--- src/rtl/ntt_addr_sched.sv ---
// rtl/ntt_addr_sched.sv - in-place radix-2 forward NTT read/twiddle/write-back address scheduler
module ntt_addr_sched #(
  parameter int LOG_N  = 4,
  parameter int PE_LAT = 3
) (
  input  logic             clk,
  input  logic             reset,
  input  logic             start,
  input  logic             hold,
  output logic             busy,
  output logic             done,
  output logic             rd_en,
  output logic [LOG_N-1:0] rd_addr_a,
  output logic [LOG_N-1:0] rd_addr_b,
  output logic [LOG_N-2:0] tw_addr,
  output logic             wr_en,
  output logic [LOG_N-1:0] wr_addr_a,
  output logic [LOG_N-1:0] wr_addr_b,
  output logic [LOG_N-1:0] stage
);

  localparam logic [1:0] S_IDLE  = 2'd0;
  localparam logic [1:0] S_ISSUE = 2'd1;
  localparam logic [1:0] S_DRAIN = 2'd2;
  localparam logic [1:0] S_DONE  = 2'd3;

  localparam logic [LOG_N-1:0] ONE      = LOG_N'(1);
  localparam logic [LOG_N-1:0] LAST_STG = LOG_N'(LOG_N - 1);
  localparam logic [LOG_N-2:0] J_MAX    = '1;
  localparam logic [3:0]       DRAIN_MID  = 4'(PE_LAT - 1);
  localparam logic [3:0]       DRAIN_LAST = 4'(PE_LAT);

  logic [1:0]       state;
  logic [LOG_N-2:0] j;
  logic [3:0]       dcnt;

  logic [PE_LAT-1:0] pv;
  logic [LOG_N-1:0]  pa [PE_LAT];
  logic [LOG_N-1:0]  pb [PE_LAT];

  logic [LOG_N-1:0] jx, half, kx, ax, bx, sh, twx;

  // Butterfly j of the current stage: group base plus offset within the group.
  always_comb begin
    jx   = {1'b0, j};
    half = ONE << stage;
    kx   = jx & (half - ONE);
    ax   = ((jx >> stage) << (stage + ONE)) | kx;
    bx   = ax + half;
    sh   = LAST_STG - stage;
    twx  = kx << sh;
  end

  assign wr_en     = pv[PE_LAT-1];
  assign wr_addr_a = pa[PE_LAT-1];
  assign wr_addr_b = pb[PE_LAT-1];

  always_ff @(posedge clk) begin
    if (reset) begin
      state     <= S_IDLE;
      busy      <= 1'b0;
      done      <= 1'b0;
      rd_en     <= 1'b0;
      rd_addr_a <= '0;
      rd_addr_b <= '0;
      tw_addr   <= '0;
      stage     <= '0;
      j         <= '0;
      dcnt      <= '0;
      pv        <= '0;
      for (int i = 0; i < PE_LAT; i++) begin
        pa[i] <= '0;
        pb[i] <= '0;
      end
    end else begin
      pv[0] <= rd_en;
      pa[0] <= rd_addr_a;
      pb[0] <= rd_addr_b;
      for (int i = 1; i < PE_LAT; i++) begin
        pv[i] <= pv[i-1];
        pa[i] <= pa[i-1];
        pb[i] <= pb[i-1];
      end
      done <= 1'b0;
      case (state)
        S_IDLE: begin
          if (start) begin
            state <= S_ISSUE;
            busy  <= 1'b1;
            stage <= '0;
            j     <= '0;
          end
        end
        S_ISSUE: begin
          rd_en <= !hold;
          if (!hold) begin
            rd_addr_a <= ax;
            rd_addr_b <= bx;
            tw_addr   <= twx[LOG_N-2:0];
            if (j == J_MAX) begin
              state <= S_DRAIN;
              dcnt  <= '0;
            end else begin
              j <= j + 1'b1;
            end
          end
        end
        S_DRAIN: begin
          rd_en <= 1'b0;
          // The final stage waits one more cycle so done follows the last write.
          if (stage != LAST_STG && dcnt == DRAIN_MID) begin
            state <= S_ISSUE;
            stage <= stage + ONE;
            j     <= '0;
          end else if (stage == LAST_STG && dcnt == DRAIN_LAST) begin
            state <= S_DONE;
            done  <= 1'b1;
          end else begin
            dcnt <= dcnt + 4'd1;
          end
        end
        default: begin
          state <= S_IDLE;
          busy  <= 1'b0;
        end
      endcase
    end
  end

endmodule

--- config.mk ---
export PLATFORM = sky130hd
export DESIGN_NAME = ntt_addr_sched
export DESIGN_NICKNAME = d
export VERILOG_FILES = /design/src/rtl/ntt_addr_sched.sv
export SDC_FILE = /design/constraint.sdc
export NUM_CORES = 1
export LEC_CHECK = 0
export CAP_MARGIN = 30
export CELL_PAD_IN_SITES_DETAIL_PLACEMENT = 0
export CELL_PAD_IN_SITES_GLOBAL_PLACEMENT = 1
export CORE_ASPECT_RATIO = 0.9
export CORE_MARGIN = 5
export CORE_UTILIZATION = 41
export CTS_CLUSTER_DIAMETER = 30
export DETAILED_ROUTE_END_ITERATION = 12
export PLACE_DENSITY_LB_ADDON = 0.1
export SYNTH_ARGS = -nofsm -noshare
export SYNTH_HDL_FRONTEND = slang
export SYNTH_SLANG_ARGS = --single-unit
export TNS_END_PERCENT = 50
--- constraint.sdc ---
create_clock -name clk -period 2.9 [get_ports clk]
set_clock_uncertainty 0.1 [all_clocks]
set_input_delay 0.29 -clock clk [delete_from_list [all_inputs] [get_ports clk]]
set_output_delay 0.29 -clock clk [all_outputs]
set_load 0.02 [all_outputs]
==> flow_metrics.tcl, run 1 <==
set metrics [dict create \
    synth_warnings 0 \
    start_util_pct 42.5 \
    met1_usage_pct 19.2 \
    grt.total_usage_pct 13.2 \
    cts_tree "built" \
    fp.dieH_um 83.1 \
    crit_path_end_kind "register" \
    met2_usage_pct 18.5 \
    drv_cap 0 \
    synth.area.top_cells "dfxtp_1, nor2b_1, ha_1, a21oi_1, nor2_1" \
    outcome "finished clean" \
    routed_via_density 4.89 \
    grtUsageMet3_pct 3.71 \
    fmax_mhz 392 \
    final_common_cell "dfxtp_1" \
    synth_nets 287 \
    cts_buffers 5 \
    ys_seq_area_share_pct 44.5 \
    nets 310 \
    hp-class "input pin to register" \
    worst_pin_slew_ps 577 \
    ir_drop_uv 261 \
    wl_per_cell_um 13.1 \
    antenna_found_initial 0 \
    start_kind "register" \
    top_usage_layer "met1" \
    grt_pass1_wl_um 8290 \
    place_area_um2 2740 \
    min_period_ps 2550 \
    post-route-period-util_pct 87.9 \
    critical_path_class "register to register" \
    cts_setup_buffers 0 \
    netlist_area_um2 2430 \
    place_hpwl_um 3560 \
    arrival_ps 2680 \
    drive_gt1_share_pct 8.19 \
    num_vias 1776 \
    ctsResizeCount 0 \
    finalSetupViolCount 0 \
    fp.coreArea_um2 5730 \
    pwr_density_cell_nw_per_um2 623 \
    synth-edff-count 0 \
    cts.sinks 54 \
    slew_violations 0 \
    required_ps 3030 \
    htree_levels 2 \
    n_antenna_cell 0 \
    worstPathMaxFanout 11 \
    area_growth_pct 16.7 \
    yosys_register_bits 54 \
    drt_iter0_drc 111 \
    syn_area_per_cell_um2 9.04 \
    final_cell_mix "dfxtp_1, nor2b_1, clkdlybuf4s50_1, nor2_1, nand2_1" \
    gp_congestion 0.900 \
    grt_max_degree 31 \
    drc 0 \
    clock_path_buffers 2 \
    wl_um 4760 \
    io_buffer_count 30 \
    cts_hold_buffers 0 \
    setup_slack_ps 350 \
    synthFlopType "dfxtp_1" \
    io_pins 31 \
    fin_tns_setup_ps 0 \
    die_area_um2 7570 \
    post-place-ws_ps 355 \
    holdWs_ps 290 \
    slew_headroom_pct 61.4 \
    rows 26 \
    cts_root_buffer "clkbuf_8" \
    drt_first_pass_iters 4 \
    finalHoldViolations 0 \
    clkLatencyLatePin_ps 310 \
    grt_pass1_vias 1706 \
    ys_types 50 \
    synthArstFlopShare_pct 0 \
    path_clk_slew_ps 110 \
    die_width_um 91.2 \
    antenna_left 0 \
    synth_top_area_share_pct 44.5 \
    power.leakage_nw 1.11 \
    syn_inst 269 \
    rsz0062_at_grt "no" \
    final_area_um2 2840 \
    grt-ovfl-total 0 \
    yosys.area.top_type "dfxtp_1" \
]
## where the power goes
| group | internal, W | switching, W |
|---|---|---|
| registers | 0.000799 | 0.0000433 |
| logic | 0.000196 | 0.000292 |
| clock network | 0.000178 | 0.000260 |
## routing by layer
layer  vias up  share of wire [%]
li1        936                  -
met1       802                 54
met2        33                 40
met3         5                4.6
met4         0                1.1
met5         -                  0
## cells in the mapped netlist (2+ instances only)
| master | number |
|---|---|
| dfxtp_1 | 54 |
| nor2b_1 | 29 |
| nor2_1 | 24 |
| nand2_1 | 20 |
| a21oi_1 | 18 |
| inv_1 | 14 |
| ha_1 | 13 |
| buf_4 | 9 |
| nand2b_1 | 8 |
| clkbuf_1 | 7 |
| nor3_1 | 7 |
| xnor2_1 | 6 |
| o21ai_0 | 5 |
| nand3_1 | 4 |
| a211oi_1 | 3 |
| buf_2 | 3 |
| a21o_1 | 2 |
| a22o_1 | 2 |
| a22oi_1 | 2 |
| a31oi_1 | 2 |
| a32oi_1 | 2 |
| and2_1 | 2 |
| mux2i_1 | 2 |
| nor4_1 | 2 |
| o21bai_1 | 2 |
| or2_0 | 2 |
| xor2_1 | 2 |
## critical path, cell delays in order (launching register included)
cell     delay [ps]
dfxtp_1         430
ha_1            310
or3_1           370
o31ai_2         270
ha_1            280
a21o_1          150
a21oi_1         160
xnor2_1         150
xnor2_1          80
o31ai_1         170
## cell families (layout without fill, tap and decap cells)
group,Yosys count,in the layout,share of synthesized area (%)
compound gates,47,47,13.1
xor+xnor,8,8,2.88
fa+ha+maj,14,14,7.51
buf+inv,34,58,6.79
flops,54,54,44.5
mux,3,3,1.29
simple gates,109,109,24.0
## metrics by stage
stage | utilization [%] | instances | power [W]
after floorplan | - | 269 | 0.00119
after global placement | 47.9 | 355 | 0.00135
after detailed placement | 47.9 | 355 | 0.00135
after CTS | 49.6 | 363 | 0.00179
after global routing | 49.6 | 363 | 0.00189
final | 49.6 | 363 | 0.00177
## final cells by class
cell class | instances | area (µm²)
clock inverter | 3 | 26.3
fill | 544 | 2890
tap | 70 | 87.6
timing repair buffer | 35 | 333
inverter | 15 | 56.3
sequential | 54 | 1080
clock buffer | 5 | 68.8
multi-input combinational | 181 | 1180
## worst paths after layout
path | start | to | slack (ps) | cells after the start
max | stage[0]$_SDFFE_PP0P_ | rd_addr_b[3]$_SDFFE_PP0P_ | 350 | 9
min | reset | pa[0][11]$_SDFF_PP0_ | 290 | 2
max reg2reg | stage[0]$_SDFFE_PP0P_ | rd_addr_b[3]$_SDFFE_PP0P_ | 350 | 9
min reg2reg | pb[0][7]$_SDFF_PP0_ | pb[0][11]$_SDFF_PP0_ | 340 | 1
## registers in the layout (all words and copies together) (netlist names)
signal,flops
busy,1
dcnt,4
done,1
j,3
pa,12
pb,12
pv,3
rd_addr_a,4
rd_addr_b,4
rd_en,1
stage,4
state,2
tw_addr,3
(Power assumes the default switching activity.)
==> run 2: changes to the inputs <==
RECOVER_POWER = 50   (was unset)
==> run 2 against run 1 <==
Compared with the run above:
- total power decreased by 0.16%
- clock power about the same
- cell count is the same
- clock-buffer cell count did not move
- register-to-register slack worse by 30 ps
- sequential power hardly changed
- non-clock buffer count is the same
- first-iteration DRC count increased by 6.3%
- utilization down 0.087 points
- global-route usage did not move
- setup slack got worse by 34 ps
==> flow_metrics.tcl, run 2 (synthesis gave the netlist of run 1 again) <==
set metrics [dict create \
    outcome "finished clean" \
    reg2reg_from "stage[0]$_SDFFE_PP0P_" \
    fp.coreArea_um2 5730 \
    cts.sinks 54 \
    clock_path_buffers 2 \
    grt_max_degree 31 \
    sw_frac_of_total_pct 33.8 \
    ctsResizeCount 0 \
    p_switching_w 0.000596 \
    io_buffer_count 30 \
    power_frac_clock_pct 24.8 \
    setup_slack_ps 316 \
    drt_first_pass_iters 4 \
    ir_drop_uv 261 \
    critical_path_class "register to register" \
    drt_iter0_drc 118 \
    grt_pass1_vias 1706 \
    whs_endpoint "pb[0][11]$_SDFF_PP0_" \
    final_cell_mix "dfxtp_1, nor2b_1, nor2_1, nand2_1" \
    path_clk_slew_ps 110 \
    ff2ff_setup_slack_ps 320 \
    n_antenna_cell 0 \
    drive_gt1_share_pct 7.51 \
    fmax_mhz 387 \
    drv_cap 0 \
    hp-class "register to register" \
    wl_um 4760 \
    wl_per_cell_um 13.1 \
    worstPathMaxFanout 11 \
    min_period_ps 2580 \
    slew_violations 0 \
    grt_pass1_wl_um 8290 \
    cts_tree "built" \
    gp_congestion 0.900 \
    grt.total_usage_pct 13.2 \
    io_pins 31 \
    reg2regPathDepth 9 \
    rr_endpoint "rd_addr_b[3]$_SDFFE_PP0P_" \
    clkLatencyLatePin_ps 310 \
    finalHoldViolations 0 \
    fp.dieH_um 83.1 \
    rows 26 \
    area_growth_pct 16.5 \
    worst_pin_slew_ps 1280 \
    whs_path_depth 1 \
    die_area_um2 7570 \
    pwr-share-comb_pct 27.4 \
    place_hpwl_um 3560 \
    crit_path_end_kind "register" \
    start_kind "register" \
    power.leakage_nw 1.14 \
    rsz0062_at_grt "no" \
    antenna_found_initial 0 \
    arrival_ps 2640 \
    num_vias 1779 \
    antenna_left 0 \
    largestRegisters "pa x12, pb x12" \
    slew_headroom_pct 14.9 \
    seqPwrFrac_pct 47.7 \
    final_common_cell "dfxtp_1" \
    total_power_w 0.00177 \
    start_util_pct 42.5 \
    routed_via_density 4.90 \
    die_width_um 91.2 \
    finalSetupViolCount 0 \
    grt-ovfl-total 0 \
    htree_levels 2 \
    cts_root_buffer "clkbuf_8" \
    cts_buffers 5 \
    min-delay-start "pb[0][7]$_SDFF_PP0_" \
    drc 0 \
    fin_tns_setup_ps 0 \
    nets 310 \
    fillers 545 \
    post-place-ws_ps 355 \
    post-route-period-util_pct 89.1 \
    required_ps 2960 \
    cts_setup_buffers 0 \
    pwr_density_cell_nw_per_um2 623 \
    cts_hold_buffers 0 \
    intPower_w 0.00117 \
]
-- run 2: cell count changes in the layout (fill, tap and decap cells not counted), sizes merged --
cell	delta
buf	-2
clkbuf	+2
clkdlybuf4s50	-11
dlygate4sd3	+11
-- run 2: worst max-delay path by stage --
| stage | start | endpoint | slack [ps] | cells past startpoint |
|---|---|---|---|---|
| after floorplan | stage[0]$_SDFFE_PP0P_ | rd_addr_b[3]$_SDFFE_PP0P_ | 340 | 11 |
| after global routing | stage[1]$_SDFFE_PP0P_ | rd_addr_b[3]$_SDFFE_PP0P_ | 80 | 11 |
| after global placement | stage[0]$_SDFFE_PP0P_ | rd_addr_b[3]$_SDFFE_PP0P_ | 380 | 9 |
| after detailed placement | stage[0]$_SDFFE_PP0P_ | rd_addr_b[3]$_SDFFE_PP0P_ | 350 | 9 |
| after CTS | stage[0]$_SDFFE_PP0P_ | rd_addr_b[3]$_SDFFE_PP0P_ | 330 | 9 |
| final | stage[0]$_SDFFE_PP0P_ | rd_addr_b[3]$_SDFFE_PP0P_ | 320 | 9 |
-- run 2: layout make-up --
type / count / area [µm²] / share of cell area, %
flip-flops and latches: 54 / 1080 / 38.2
well taps: 70 / 87.6 / 3.09
clock buffers: 5 / 68.8 / 2.43
clock inverters: 3 / 26.3 / 0.928
inverters: 15 / 56.3 / 1.99
repair buffers: 35 / 328 / 11.6
multi-input cells: 181 / 1180 / 41.8
-- run 2: power by group through the flow --
stage               clock (W)  combinational [W]  sequential, W
global route         0.000487           0.000542       0.000853
floorplan                   0           0.000309       0.000880
detailed placement          0           0.000488       0.000861
CTS                  0.000457           0.000490       0.000844
finish               0.000439           0.000484       0.000842
global placement            0           0.000491       0.000860
-- run 2: through the flow --
stage | utilization, % | hold slack [ps] | cell area (µm²) | instances
after detailed placement | 47.9 | 321 | 2740 | 355
after global placement | 47.9 | 315 | 2740 | 355
after floorplan | - | 314 | 2430 | 269
after CTS | 49.6 | 294 | 2840 | 363
after global routing | 49.5 | 362 | 2830 | 363
final | 49.5 | 336 | 2830 | 363
-- run 2: critical path, stage by stage, from the launching register on --
cell,delay [ps]
dfxtp_1,430
ha_1,310
or3_1,370
o31ai_2,270
ha_1,280
a21o_1,150
a21oi_1,160
xnor2_1,150
xnor2_1,140
o31ai_1,70
-- run 2: routing by layer --
layer	global-route usage [%]	routed length, µm
met2	18.5	1900
met1	19.2	2590
met5	0	0
met4	4.53	51
met3	3.71	223
